### src/rtl/ioctl_download_tx_if.sv
// ioctl_download_tx_if
//   Bundles the request, byte-source and ioctl download signals of
//   ioctl_download_tx.
//   master : transmitter side (drives ioctl_*, in_ready, busy, done, cksum)
//   slave  : host/source/receiver side (drives start, length, abort,
//            in_data, in_valid, ioctl_wait)
interface ioctl_download_tx_if #(
    parameter int unsigned ADDR_W = 25
) ();
    // Transfer request
    logic              start;
    logic [ADDR_W-1:0] length;
    logic              abort;

    // Byte source
    logic [7:0]        in_data;
    logic              in_valid;
    logic              in_ready;

    // ioctl download port
    logic              ioctl_download;
    logic              ioctl_wr;
    logic [ADDR_W-1:0] ioctl_addr;
    logic [7:0]        ioctl_dout;
    logic              ioctl_wait;

    // Status
    logic              busy;
    logic              done;
    logic [15:0]       cksum;

    modport master (
        input  start, length, abort, in_data, in_valid, ioctl_wait,
        output in_ready, ioctl_download, ioctl_wr, ioctl_addr, ioctl_dout,
               busy, done, cksum
    );

    modport slave (
        output start, length, abort, in_data, in_valid, ioctl_wait,
        input  in_ready, ioctl_download, ioctl_wr, ioctl_addr, ioctl_dout,
               busy, done, cksum
    );
endinterface

### src/rtl/ioctl_download_tx.sv
// ioctl_download_tx
//   Replays a byte stream into the hps_io-style ioctl download port:
//   ioctl_download frames the transfer, ioctl_wr is a one-cycle strobe with
//   ioctl_addr/ioctl_dout, strobes are spaced by at least WR_GAP idle cycles
//   and ioctl_wait stalls the next strobe.
//
//   Ports:
//     clk_sys  : system clock, rising edge
//     reset_n  : synchronous active-low reset
//     io       : ioctl_download_tx_if.master
//                start/length/abort   transfer request
//                in_data/in_valid/in_ready  byte source handshake
//                ioctl_download/ioctl_wr/ioctl_addr/ioctl_dout/ioctl_wait
//                busy/done/cksum      status
//
//   Optional feature: define IOCTL_TX_CKSUM_EN to accumulate a 16-bit byte
//   sum of the transfer on cksum; otherwise cksum is tied to zero.
module ioctl_download_tx #(
    parameter int unsigned ADDR_W = 25,
    parameter int unsigned WR_GAP = 3,
    parameter int unsigned TAIL   = 4
) (
    input  logic                  clk_sys,
    input  logic                  reset_n,
    ioctl_download_tx_if.master   io
);

    localparam int unsigned GAP_W  = (WR_GAP > 1) ? $clog2(WR_GAP) : 1;
    localparam int unsigned TAIL_W = (TAIL > 1) ? $clog2(TAIL) : 1;

    typedef enum logic [2:0] {
        S_IDLE,
        S_ARM,
        S_FETCH,
        S_STROBE,
        S_GAP,
        S_TAIL
    } state_e;

    state_e              state_q, state_d;
    logic [ADDR_W-1:0]   remaining_q, remaining_d;
    logic [ADDR_W-1:0]   addr_q, addr_d;
    logic [GAP_W-1:0]    gap_cnt_q, gap_cnt_d;
    logic [TAIL_W-1:0]   tail_cnt_q, tail_cnt_d;

    logic                download_q, download_d;
    logic                wr_q, wr_d;
    logic                in_ready_q, in_ready_d;
    logic                busy_q, busy_d;
    logic                done_q, done_d;
    logic [ADDR_W-1:0]   ioctl_addr_q, ioctl_addr_d;
    logic [7:0]          ioctl_dout_q, ioctl_dout_d;

    // State register and all registered outputs
    always_ff @(posedge clk_sys) begin
        if (!reset_n) begin
            state_q      <= S_IDLE;
            remaining_q  <= '0;
            addr_q       <= '0;
            gap_cnt_q    <= '0;
            tail_cnt_q   <= '0;
            download_q   <= 1'b0;
            wr_q         <= 1'b0;
            in_ready_q   <= 1'b0;
            busy_q       <= 1'b0;
            done_q       <= 1'b0;
            ioctl_addr_q <= '0;
            ioctl_dout_q <= '0;
        end else begin
            state_q      <= state_d;
            remaining_q  <= remaining_d;
            addr_q       <= addr_d;
            gap_cnt_q    <= gap_cnt_d;
            tail_cnt_q   <= tail_cnt_d;
            download_q   <= download_d;
            wr_q         <= wr_d;
            in_ready_q   <= in_ready_d;
            busy_q       <= busy_d;
            done_q       <= done_d;
            ioctl_addr_q <= ioctl_addr_d;
            ioctl_dout_q <= ioctl_dout_d;
        end
    end

    // Next-state, datapath and next-output logic
    always_comb begin
        state_d      = state_q;
        remaining_d  = remaining_q;
        addr_d       = addr_q;
        gap_cnt_d    = gap_cnt_q;
        tail_cnt_d   = tail_cnt_q;
        ioctl_addr_d = ioctl_addr_q;
        ioctl_dout_d = ioctl_dout_q;

        if (io.abort && (state_q != S_IDLE)) begin
            // Abort beats every other condition in a busy state
            state_d = S_IDLE;
        end else begin
            case (state_q)
                S_IDLE: begin
                    if (io.start && !io.abort) begin
                        state_d     = S_ARM;
                        remaining_d = io.length;
                        addr_d      = '0;
                    end
                end
                S_ARM: begin
                    if (remaining_q == '0) begin
                        state_d    = S_TAIL;
                        tail_cnt_d = '0;
                    end else begin
                        state_d = S_FETCH;
                    end
                end
                S_FETCH: begin
                    // Address and data are captured together so they stay
                    // stable for the strobe and hold afterwards.
                    if (io.in_valid) begin
                        state_d      = S_STROBE;
                        ioctl_dout_d = io.in_data;
                        ioctl_addr_d = addr_q;
                    end
                end
                S_STROBE: begin
                    state_d     = S_GAP;
                    addr_d      = addr_q + ADDR_W'(1);
                    remaining_d = remaining_q - ADDR_W'(1);
                    gap_cnt_d   = '0;
                end
                S_GAP: begin
                    // Counter parks at its terminal value while ioctl_wait holds
                    if (gap_cnt_q == GAP_W'(WR_GAP - 1)) begin
                        if (!io.ioctl_wait) begin
                            if (remaining_q != '0) begin
                                state_d = S_FETCH;
                            end else begin
                                state_d    = S_TAIL;
                                tail_cnt_d = '0;
                            end
                        end
                    end else begin
                        gap_cnt_d = gap_cnt_q + GAP_W'(1);
                    end
                end
                S_TAIL: begin
                    if (tail_cnt_q == TAIL_W'(TAIL - 1)) begin
                        state_d = S_IDLE;
                    end else begin
                        tail_cnt_d = tail_cnt_q + TAIL_W'(1);
                    end
                end
                default: begin
                    state_d = S_IDLE;
                end
            endcase
        end

        // Outputs are decoded from the next state so they line up with it
        download_d = (state_d != S_IDLE);
        busy_d     = (state_d != S_IDLE);
        wr_d       = (state_d == S_STROBE);
        in_ready_d = (state_d == S_FETCH);
        done_d     = (state_q == S_TAIL) && (state_d == S_IDLE) && !io.abort;
    end

    assign io.ioctl_download = download_q;
    assign io.ioctl_wr       = wr_q;
    assign io.ioctl_addr     = ioctl_addr_q;
    assign io.ioctl_dout     = ioctl_dout_q;
    assign io.in_ready       = in_ready_q;
    assign io.busy           = busy_q;
    assign io.done           = done_q;

`ifdef IOCTL_TX_CKSUM_EN
    logic [15:0] cksum_q, cksum_d;
    logic        cksum_clr;
    logic        cksum_add;

    // Byte sum: cleared on an accepted start, bumped once per strobe
    always_comb begin
        cksum_clr = (state_q == S_IDLE) && io.start && !io.abort;
        cksum_add = (state_q == S_STROBE) && !io.abort;
        cksum_d   = cksum_q;
        if (cksum_clr) begin
            cksum_d = '0;
        end else if (cksum_add) begin
            cksum_d = cksum_q + {8'h00, ioctl_dout_q};
        end
    end

    always_ff @(posedge clk_sys) begin
        if (!reset_n) begin
            cksum_q <= '0;
        end else begin
            cksum_q <= cksum_d;
        end
    end

    assign io.cksum = cksum_q;
`else
    assign io.cksum = 16'h0000;
`endif

endmodule
### src/flat_wrapper.sv
// flat-port wrapper written by rule: the top's interface ports become plain ports
module ioctl_download_tx_flat 
#(
    parameter int unsigned ADDR_W = 25,
    parameter int unsigned WR_GAP = 3,
    parameter int unsigned TAIL   = 4
)
  (clk_sys, reset_n, io_start, io_length, io_abort, io_in_data, io_in_valid, io_ioctl_wait, io_in_ready, io_ioctl_download, io_ioctl_wr, io_ioctl_addr, io_ioctl_dout, io_busy, io_done, io_cksum);
  ioctl_download_tx_if #(.ADDR_W(ADDR_W)) io_i ();
  input  logic clk_sys;
  input  logic reset_n;
  input wire logic [$bits(io_i.start)-1:0] io_start;
  input wire logic [$bits(io_i.length)-1:0] io_length;
  input wire logic [$bits(io_i.abort)-1:0] io_abort;
  input wire logic [$bits(io_i.in_data)-1:0] io_in_data;
  input wire logic [$bits(io_i.in_valid)-1:0] io_in_valid;
  input wire logic [$bits(io_i.ioctl_wait)-1:0] io_ioctl_wait;
  output wire logic [$bits(io_i.in_ready)-1:0] io_in_ready;
  output wire logic [$bits(io_i.ioctl_download)-1:0] io_ioctl_download;
  output wire logic [$bits(io_i.ioctl_wr)-1:0] io_ioctl_wr;
  output wire logic [$bits(io_i.ioctl_addr)-1:0] io_ioctl_addr;
  output wire logic [$bits(io_i.ioctl_dout)-1:0] io_ioctl_dout;
  output wire logic [$bits(io_i.busy)-1:0] io_busy;
  output wire logic [$bits(io_i.done)-1:0] io_done;
  output wire logic [$bits(io_i.cksum)-1:0] io_cksum;
  assign io_i.start = io_start;
  assign io_i.length = io_length;
  assign io_i.abort = io_abort;
  assign io_i.in_data = io_in_data;
  assign io_i.in_valid = io_in_valid;
  assign io_i.ioctl_wait = io_ioctl_wait;
  assign io_in_ready = io_i.in_ready;
  assign io_ioctl_download = io_i.ioctl_download;
  assign io_ioctl_wr = io_i.ioctl_wr;
  assign io_ioctl_addr = io_i.ioctl_addr;
  assign io_ioctl_dout = io_i.ioctl_dout;
  assign io_busy = io_i.busy;
  assign io_done = io_i.done;
  assign io_cksum = io_i.cksum;
  ioctl_download_tx #(.ADDR_W(ADDR_W), .WR_GAP(WR_GAP), .TAIL(TAIL)) u_core (.clk_sys(clk_sys), .reset_n(reset_n), .io(io_i));
endmodule
### config.mk
export PLATFORM = sky130hd
export DESIGN_NAME = ioctl_download_tx_flat
export DESIGN_NICKNAME = d
export VERILOG_FILES = /design/src/rtl/ioctl_download_tx_if.sv /design/src/rtl/ioctl_download_tx.sv /design/src/flat_wrapper.sv
export SDC_FILE = /design/constraint.sdc
export NUM_CORES = 1
export LEC_CHECK = 0
export ABC_AREA = 0
export BUFFER_PORTS_ARGS = -buffer_cell sky130_fd_sc_hd__buf_2
export CELL_PAD_IN_SITES_DETAIL_PLACEMENT = 1
export CELL_PAD_IN_SITES_GLOBAL_PLACEMENT = 1
export CORE_ASPECT_RATIO = 1.25
export CORE_UTILIZATION = 43
export CTS_CLUSTER_DIAMETER = 200
export CTS_CLUSTER_SIZE = 8
export DETAILED_ROUTE_END_ITERATION = 16
export PLACE_DENSITY = 0.84
export SYNTH_ARGS = -nofsm -noshare
export SYNTH_HDL_FRONTEND = slang
export SYNTH_SLANG_ARGS = --single-unit
### constraint.sdc
create_clock -name clk_sys -period 5.95 [get_ports clk_sys]
set_clock_uncertainty 0.2 [all_clocks]
set_input_delay 0.8925 -clock clk_sys [delete_from_list [all_inputs] [get_ports clk_sys]]
set_output_delay 0.8925 -clock clk_sys [all_outputs]
set_load 0.03 [all_outputs]
==> qor.csv, run 1 <==
stage,metric,value,unit
floorplanning,die_h,119.1,um
yosys,synth_fa_ha_area_share,1.061,%
critical_path,max_stage_delay,0.64,ns
hold_path,hold_start,u_core.io.ioctl_addr[8],
floorplanning,rows,42,
sta,setup-violations-final,0,
hold_path,whs_endpoint,u_core.io.ioctl_addr[8],
power,finalPower,1485,uW
sta,worst_pin_slew,1.051,ns
floorplanning,dieArea,11400,um2
floorplanning,fp.dieW,95.68,um
critical_path,cp_max_fo,28,
routing,vias,4457,
floorplanning,initial_core_util,44.44,%
routing,drc,0,
global_route,grt_pass1_vias,4516,
yosys,syn_area_per_cell,7.849,um2
sta,min_period_over_period,47.16,%
yosys,synth_compound_area_share,17.69,%
sta,fmax,0.3564,GHz
critical_path,critical-path-top-delay-family,buffers and inverters,
yosys,synthMuxAreaShare,0.6897,%
global_route,antenna_found_initial,0,
yosys,synth_top_family_by_area,simple AND/OR/NAND/NOR gates,
sta,grt_setup_unrepaired,false,
clock_network,clock_latency,0.34,ns
power,ir_worst_vdd,0.0001171,V
sta,relSlewSlack,29.65,%
critical_path,crit_buf_inv,3,
sta,layout_min_cycle_time,2.806,ns
routing,wl_per_cell,15.84,um
layout,num_antenna_cells,0,
yosys,yosysTopAreaCell,dfxtp_1,
global_route,grt_max_degree,51,
power,power_density,273.9,nW/um2
clock_network,cts.repair.resized,0,
layout,fin_area,5420,um2
critical_path,path_class,input port to flop,
routing,drt_first_pass_iters,4,
outcome,status,"finished, final reports clean",
clock_network,cts_setup_buffers,0,
place,place_area,5081,um2
yosys,synth_edf_count,0,
floorplanning,ios,93,
yosys,post_synth_and_or_nand_nor_area_fraction,29.92,%
critical_path,r2r_slack,3.22,ns
yosys,synthFlopType,dfxtp_1,
layout,final_nets,696,
clock_network,clk_pin_slew_worst_paths,0.07,ns
layout,layout-drive-gt1-share,18.69,%
critical_path,worstPathCellList,buf_2 -> clkinv_1 -> buf_4 -> nor2_1 -> a32o_1,
place,gp_congestion,0.8042,
yosys,synthCells,601,
job,cap_violations,0,
yosys,async_reset_ff_share,0,%
critical_path,rr_endpoint,u_core.remaining_q[22],
critical_path,reg2reg_depth,7,
place,portBuffers,76,
routing,drt_iter0_drc,129,
clock_network,numCtsBuffers,9,
yosys,synthTopCellsByCount,"nand2_1, dfxtp_1, nor2_1",
routing,drt-vias-per-instance,5.642,
yosys,synth-xor-area-share,3.899,%
power,leakagePower,0.002088,uW
critical_path,critPathArrivalTime,2.90,ns
critical_path,endpoint_kind,flop,
hold_path,worstHoldPathType,flop to flop,
global_route,grt_remaining_overflow,0,
clock_network,cts_buffer_depth,2,
global_route,grt_pass1_wl,20920,um
yosys,synth_seq_area_share,39.89,%
yosys,netlist.area_leader.share,39.89,%
yosys,synth_cell_types,71,
layout,area_growth,14.91,%
yosys,synth_most_common_cell,nand2_1,
clock_network,clkSinkCount,94,
critical_path,critPathLaunchType,input port,
layout,utilization,51.06,%
hold_path,min_path_cells,2,
clock_network,tritoncts,built,
sta,finalWorstSetupSlack,3.144,ns
critical_path,crit_required,6.04,ns
place,hpwl,8720,um
clock_network,cts-htree-levels,3,
sta,fin_tns_setup,0,ns
clock_network,root_buffer,clkbuf_16,
yosys,syn_area,4717,um2
routing,wirelength,12510,um
yosys,ys.warnings.count,0,
critical_path,reg2reg_from,u_core.remaining_q[0],
sta,finalHoldViolations,0,
place,dpl_worst_slack,2.774,ns
sta,drv_slew,0,
floorplanning,core,10620,um2
clock_network,postCtsHoldBufs,0,
yosys,synth-seq-cells,94,
yosys,synth.area.top_cells,"dfxtp_1, nand2_1, a21oi_1",
critical_path,cp_slowest_cell,clkinv_1,
global_route,grt_usage,23.22,%
routing,drtAntennaViolNets,0,
==> tightest hold or removal path: cells and delay by family (launching register included) <==
family	cells	cell delay, ns
compound gates	1	0.05
flops	1	0.31
simple gates	1	0.05
==> sequential cells by signal, indices dropped and copies added (netlist names) <==
name,cells
u_core.gap_cnt_q,2
u_core.io.ioctl_download,1
u_core.io.done,1
u_core.io.in_ready,1
u_core.addr_q,25
u_core.io.ioctl_dout,8
u_core.io.ioctl_wr,1
u_core.tail_cnt_q,2
u_core.remaining_q,25
u_core.state_q,3
u_core.io.ioctl_addr,25
==> metrics by stage <==
step                      std cells  hold WS [ns]
after floorplan                 616        0.2437
after global placement          774        0.2396
after detailed placement        774        0.2468
after CTS                       790        0.2561
after global routing            790        0.2723
final                           790        0.2521
==> final cells by class <==
type | instances | area [um2]
multi-input cells | 457 | 2579
well taps | 132 | 165.2
clock buffers | 10 | 229.0
clock inverters | 6 | 110.1
repair buffers | 81 | 417.9
flip-flops and latches | 94 | 1882
inverters | 10 | 37.54
fillers | 1361 | 5195
==> placed cells by master, fill, tap and decap left out, drive strengths merged, types with 10 or more instances in the layout <==
cell / n
conb: 16
nor4: 14
nand2: 108
buf: 81
xnor2: 17
clkbuf: 10
nor2: 61
o21ai: 26
a21oi: 55
nand3: 17
dfxtp: 94
nor3: 20
==> cells by family (layout without fill, tap and decap cells) <==
| kind of cell | Yosys count | after routing |
|---|---|---|
| AND/OR/NAND/NOR | 279 | 279 |
| AO/OA/AOI/OAI | 134 | 134 |
| flip-flops | 94 | 94 |
| buffers and inverters | 65 | 107 |
| XOR/XNOR | 21 | 21 |
| adder cells (fa/ha/maj) | 4 | 4 |
| multiplexers | 3 | 3 |
| other | 1 | 16 |
==> per-layer routing <==
layer / part of all wire (%) / track usage [%]
met1: 42 / 27.16
met2: 52 / 40.89
met3: 2.6 / 3.129
met4: 2.8 / 10.82
met5: 0 / 0
==> worst max-delay path by stage <==
| stage | startpoint | endpoint | slack (ns) | cells after the start |
|---|---|---|---|---|
| 6_report | reset_n | u_core.remaining_q[13] | 3.14 | 5 |
| 5_1_grt | reset_n | u_core.remaining_q[13] | 2.96 | 5 |
| 4_1_cts | reset_n | u_core.remaining_q[13] | 3.13 | 5 |
| 3_5_place_dp | reset_n | u_core.remaining_q[20] | 2.77 | 6 |
| 3_3_place_gp | reset_n | u_core.remaining_q[20] | 2.81 | 6 |
| 2_1_floorplan | io_start | u_core.addr_q[12] | 3.56 | 7 |
==> where the power goes <==
group          internal (uW)  total [uW]  switching (uW)
sequential               642         658            16.7
combinational           52.1         166             114
clock                    410         661             250
No activity file was read; power rests on OpenSTA's default activity.
==> inputs of run 2 (changes only) <==
Settings changed: CORE_UTILIZATION 43 to 40, PLACE_DENSITY 0.84 to 0.79.
Clock period 5.95 ns to 2.7 ns, I/O delays scaled along.
==> run 2 against run 1 <==
Against the previous run: via count rose by 0.70%; non-clock buffer count up 10; sequential share of layout area shrank 0.47 points; combinational power up 130%; critical endpoint is now u_core.tail_cnt_q[1].
==> qor.csv, run 2 (synthesis results as in run 1) <==
stage,metric,value,unit,change
clock_network,clk_pin_slew_worst_paths,0.07,ns,about the same
floorplanning,core,11560,um2,+8.9%
routing,drc,0,,unchanged
global_route,met3_usage,3.448,%,+0.32 points
critical_path,cp_slowest_cell,nor3b_2,,
floorplanning,dieArea,12230,um2,+7.4%
global_route,grt_pass1_vias,4443,,-1.6%
job,cap_violations,0,,unchanged
sta,finalHoldViolations,0,,unchanged
layout,layout-drive-gt1-share,20.06,%,+1.4 points
critical_path,cp_max_fo,8,,-71%
sta,worst_pin_slew,0.7556,ns,-0.2950 ns
floorplanning,die_h,123.4,um,+3.6%
routing,drtAntennaViolNets,0,,unchanged
sta,fin_tns_setup,0,ns,unchanged
critical_path,path_class,flop to flop,,
layout,area_growth,16.50,%,
clock_network,clkSinkCount,94,,unchanged
layout,final_nets,706,,+1.4%
clock_network,tritoncts,built,,
hold_path,worstHoldPathType,input port to flop,,
critical_path,max_stage_delay,0.47,ns,-0.17 ns
clock_network,numCtsBuffers,9,,unchanged
clock_network,clock_latency,0.35,ns,about the same
place,dpl_worst_slack,0.2682,ns,-2.506 ns
sta,layout_min_cycle_time,2.477,ns,
critical_path,crit_required,2.74,ns,-3.30 ns
clock_network,cts.repair.resized,0,,unchanged
layout,final_common_cell,nand2_1,,
critical_path,critPathLaunchType,flop,,
outcome,status,"finished, final reports clean",,
sta,grt_setup_unrepaired,false,,
floorplanning,fp.dieW,99.13,um,+3.6%
sta,drv_slew,0,,unchanged
routing,drt_iter0_drc,137,,+6.2%
global_route,grt_pass1_wl,21650,um,+3.5%
power,ir_worst_vdd,0.0003144,V,+170%
global_route,antenna_found_initial,0,,unchanged
sta,relSlewSlack,49.40,%,+20 points
layout,seq_area,1882,um2,unchanged
floorplanning,rows,44,,+4.8%
power,power_density,591.6,nW/um2,+120%
routing,drt_first_pass_iters,4,,unchanged
sta,setup-violations-final,0,,unchanged
routing,vias,4488,,+0.70%
global_route,met2_usage,40.65,%,-0.25 points
clock_network,cts_buffer_depth,2,,unchanged
global_route,grt_max_degree,34,,-33%
sta,min_period_over_period,91.75,%,
clock_network,cts_setup_buffers,0,,unchanged
layout,utilization,47.53,%,-3.5 points
critical_path,worstPathCellList,inv_1 -> ha_1 -> nor3b_2 -> nand4_2 -> buf_4 -> o31ai_1 -> o311ai_1 -> a31o_2,,
sta,fmax,0.4037,GHz,
place,hpwl,9089,um,+4.2%
routing,drt-vias-per-instance,5.568,,-1.3%
global_route,top_usage_layer,met2,,
place,gp_congestion,0.7892,,-1.9%
global_route,grt_remaining_overflow,0,,unchanged
global_route,gr-usage-met1,25.95,%,-1.2 points
layout,mostFrequentLayoutCells,"nand2_1, dfxtp_1, buf_2",,
sta,finalWorstSetupSlack,0.2228,ns,-2.921 ns
power,leakagePower,0.002142,uW,+2.6%
routing,wl_per_cell,16.23,um,+2.5%
layout,multi_input_area,2579,um2,unchanged
clock_network,cts-htree-levels,3,,unchanged
routing,wirelength,13080,um,+4.5%
clock_network,postCtsHoldBufs,0,,unchanged
place,portBuffers,76,,unchanged
floorplanning,ios,93,,unchanged
clock_network,root_buffer,clkbuf_16,,
global_route,grt_usage,22.10,%,-1.1 points
layout,num_antenna_cells,0,,unchanged
floorplanning,initial_core_util,40.80,%,-3.6 points
layout,fillers,1460,,+7.3%
critical_path,critPathArrivalTime,2.52,ns,-0.38 ns
critical_path,endpoint_kind,flop,,
-- run 2: cell types whose count changed in the layout (fill, tap and decap cells not counted), sizes merged --
cell      previous run  this run
inv                  9        10
clkinv               2         3
buf                 81        91
clkinvlp             2         0
bufinv               3         2
clkbuf              10        11
-- run 2: power by group --
group | internal [uW] | switching, uW
combinational | 127 | 256
clock | 863 | 554
sequential | 1410 | 36.7
-- run 2: per-stage QoR --
step | total power, uW | area [um2] | cells | hold slack (ns)
finish | 3251 | 5495 | 806 | 0.09792
global route | 3364 | 5495 | 806 | 0.1070
CTS | 3272 | 5495 | 806 | 0.09380
detailed placement | 1860 | 5164 | 790 | 0.2460
global placement | 1846 | 5164 | 790 | 0.2410
floorplan | 1753 | 4773 | 616 | 0.2437
-- run 2: per-layer routing --
layer | up-vias | wire (um)
met5 | - | 0
met4 | 0 | 276
met3 | 18 | 315
met2 | 70 | 6909
met1 | 2199 | 5579
li1 | 2201 | -
-- run 2: critical path, delay by kind of cell, from the launching register on --
| family | cells | cell delay, ns |
|---|---|---|
| AND/OR/NAND/NOR | 2 | 0.65 |
| AO/OA/AOI/OAI | 3 | 0.69 |
| flip-flops | 1 | 0.33 |
| buffers and inverters | 2 | 0.31 |
| adder cells (fa/ha/maj) | 1 | 0.19 |
-- run 2: area by class of cell --
cell class,count,share of cell area (%)
sequential,94,34.24
inverter,10,0.6831
clock inverter,5,1.434
multi-input combinational,457,46.93
clock buffer,11,4.599
timing repair buffer,91,8.971
tap,138,3.142
-- run 2: final timing paths --
| kind | start | end | slack, ns | depth (start not counted) |
|---|---|---|---|---|
| worst max-delay path | u_core.remaining_q[1] | u_core.tail_cnt_q[1] | 0.22 | 8 |
| worst min-delay path | io_in_data[2] | u_core.io.ioctl_dout[2] | 0.1 | 3 |
| worst max register to register | u_core.remaining_q[1] | u_core.tail_cnt_q[1] | 0.22 | 8 |
| worst min register to register | u_core.io.ioctl_addr[7] | u_core.io.ioctl_addr[7] | 0.25 | 2 |
==> inputs of run 3 (changes only) <==
Settings changed: CORE_ASPECT_RATIO 1.25 to not set.
==> run 3 against run 2 <==
Against the previous run: count of clock-buffer cells in the layout stayed put; clock power is 9.9% lower; die area hardly changed; final cell count is 1.4% higher; hold slack worse by 0.0050 ns; maximum frequency is 8.8% higher; critical endpoint is now u_core.remaining_q[21]; highest routed layer unchanged.
==> qor.csv, run 3 (synthesis results as in run 1) <==
stage,metric,value,unit,change
power,power_density,568.6,nW/um2,-3.9%
routing,wl_per_cell,15.65,um,-3.6%
clock_network,cts.repair.resized,0,,unchanged
sta,worst_pin_slew,0.6068,ns,-0.1488 ns
layout,fillers,1406,,-3.7%
sta,holdWs,0.09297,ns,-0.004953 ns
routing,wirelength,12780,um,-2.3%
layout,mostFrequentLayoutCells,"nand2_1, dfxtp_1, buf_2",,
critical_path,endpoint_kind,flop,,
layout,multi_input_area,2579,um2,unchanged
power,leakagePower,0.002149,uW,+0.29%
hold_path,worstHoldPathType,input port to flop,,
layout,layout-drive-gt1-share,20.47,%,+0.41 points
global_route,grt_pass1_wl,21600,um,-0.22%
global_route,antenna_found_initial,0,,unchanged
clock_network,clk_pin_slew_worst_paths,0.07,ns,about the same
job,cap_violations,0,,unchanged
sta,drv_slew,0,,unchanged
outcome,status,"finished, final reports clean",,
routing,drtAntennaViolNets,0,,unchanged
floorplanning,die_h,110.6,um,-10%
routing,drt-vias-per-instance,5.474,,-1.7%
critical_path,path_class,flop to flop,,
global_route,grt_usage,21.50,%,-0.60 points
place,dp.cells,801,,+1.4%
clock_network,cts_buffer_depth,2,,unchanged
sta,fmax,0.4391,GHz,+8.8%
clock_network,root_buffer,clkbuf_16,,
layout,final_nets,712,,+0.85%
clock_network,clkSinkCount,94,,unchanged
sta,grt_setup_unrepaired,false,,
routing,vias,4472,,-0.36%
layout,final_common_cell,nand2_1,,
sta,layout_min_cycle_time,2.277,ns,-0.2000 ns
layout,seq_area,1882,um2,unchanged
sta,fin_tns_setup,0,ns,unchanged
routing,drt_first_pass_iters,4,,unchanged
clock_network,numCtsBuffers,9,,unchanged
global_route,grt_remaining_overflow,0,,unchanged
layout,final_cells,817,,+1.4%
floorplanning,rows,39,,-11%
floorplanning,initial_core_util,41.13,%,+0.33 points
sta,setup-violations-final,0,,unchanged
layout,num_antenna_cells,0,,unchanged
routing,drt_iter0_drc,130,,-5.1%
place,gp_congestion,0.7819,,-0.92%
place,hpwl,9205,um,+1.3%
floorplanning,dieArea,12230,um2,about the same
floorplanning,fp.dieW,110.6,um,+12%
global_route,grt_max_degree,34,,unchanged
critical_path,critPathArrivalTime,2.35,ns,-0.17 ns
global_route,grt_pass1_vias,4573,,+2.9%
critical_path,critPathLaunchType,flop,,
sta,relSlewSlack,59.55,%,+10 points
floorplanning,ios,93,,unchanged
floorplanning,core,11470,um2,-0.81%
place,portBuffers,76,,unchanged
power,ir_worst_vdd,0.0003313,V,+5.4%
critical_path,cp_max_fo,16,,+8
clock_network,tritoncts,built,,
sta,finalHoldViolations,0,,unchanged
clock_network,cts_setup_buffers,0,,unchanged
clock_network,postCtsHoldBufs,0,,unchanged
layout,area_growth,16.71,%,
clock_network,cts-htree-levels,3,,unchanged
clock_network,clock_latency,0.35,ns,about the same
routing,drc,0,,unchanged
sta,min_period_over_period,84.34,%,-7.4 points
critical_path,crit_required,2.77,ns,+0.03 ns
==> run 3: changes by cell type in the layout (fill, tap and decap cells not counted) <==
cell,previous run,this run
clkbuf_8,2,0
bufinv_16,2,1
clkinv_4,0,1
clkbuf_1,0,2
buf_4,15,21
==> run 3: area by class of cell <==
cell class | instances | share of cell area (%)
clock buffers | 11 | 4.227
clock inverters | 5 | 1.045
inverters | 10 | 0.6818
multi-input cells | 457 | 46.84
flip-flops and latches | 94 | 34.18
well taps | 143 | 3.250
repair buffers | 97 | 9.773
==> run 3: stage by stage <==
stage	setup WS, ns	instance area, um2	power [uW]	utilization [%]
after CTS	0.4216	5505	3161	48.01
after floorplan	0.4471	4773	1753	-
after global routing	0.2653	5505	3264	48.01
after detailed placement	0.4360	5215	1875	45.48
final	0.4228	5505	3130	48.01
after global placement	0.5139	5215	1859	45.48
==> run 3: worst paths after layout <==
| path | from | to | slack (ns) | depth (start not counted) |
|---|---|---|---|---|
| max | u_core.state_q[0] | u_core.remaining_q[21] | 0.42 | 5 |
| min | io_in_data[6] | u_core.io.ioctl_dout[6] | 0.09 | 3 |
| max reg2reg | u_core.state_q[0] | u_core.remaining_q[21] | 0.42 | 5 |
| min reg2reg | u_core.io.ioctl_addr[14] | u_core.io.ioctl_addr[14] | 0.25 | 2 |
==> run 3: per-layer routing <==
metal / global-route usage, % / vias up / wire length, um
li1: - / 2209 / -
met1: 26.05 / 2164 / 5708
met2: 37.72 / 81 / 6419
met3: 3.238 / 18 / 400
met4: 9.067 / 0 / 253
met5: 0 / - / 0
==> run 3: worst max-delay path: stages (launching register included) <==
cell,delay [ns]
dfxtp_1,0.60
and3b_1,0.62
buf_4,0.28
o31ai_1,0.08
a41o_1,0.22
nor3_1,0.19
==> run 3: where the power goes <==
part	switching, uW	total [uW]	leakage (uW)	internal (uW)
Sequential	37.0	1450	0.000761	1410
Clock	564	1280	0.000144	721
Combinational	256	395	0.00124	139
Total	856	3130	0.00215	2270
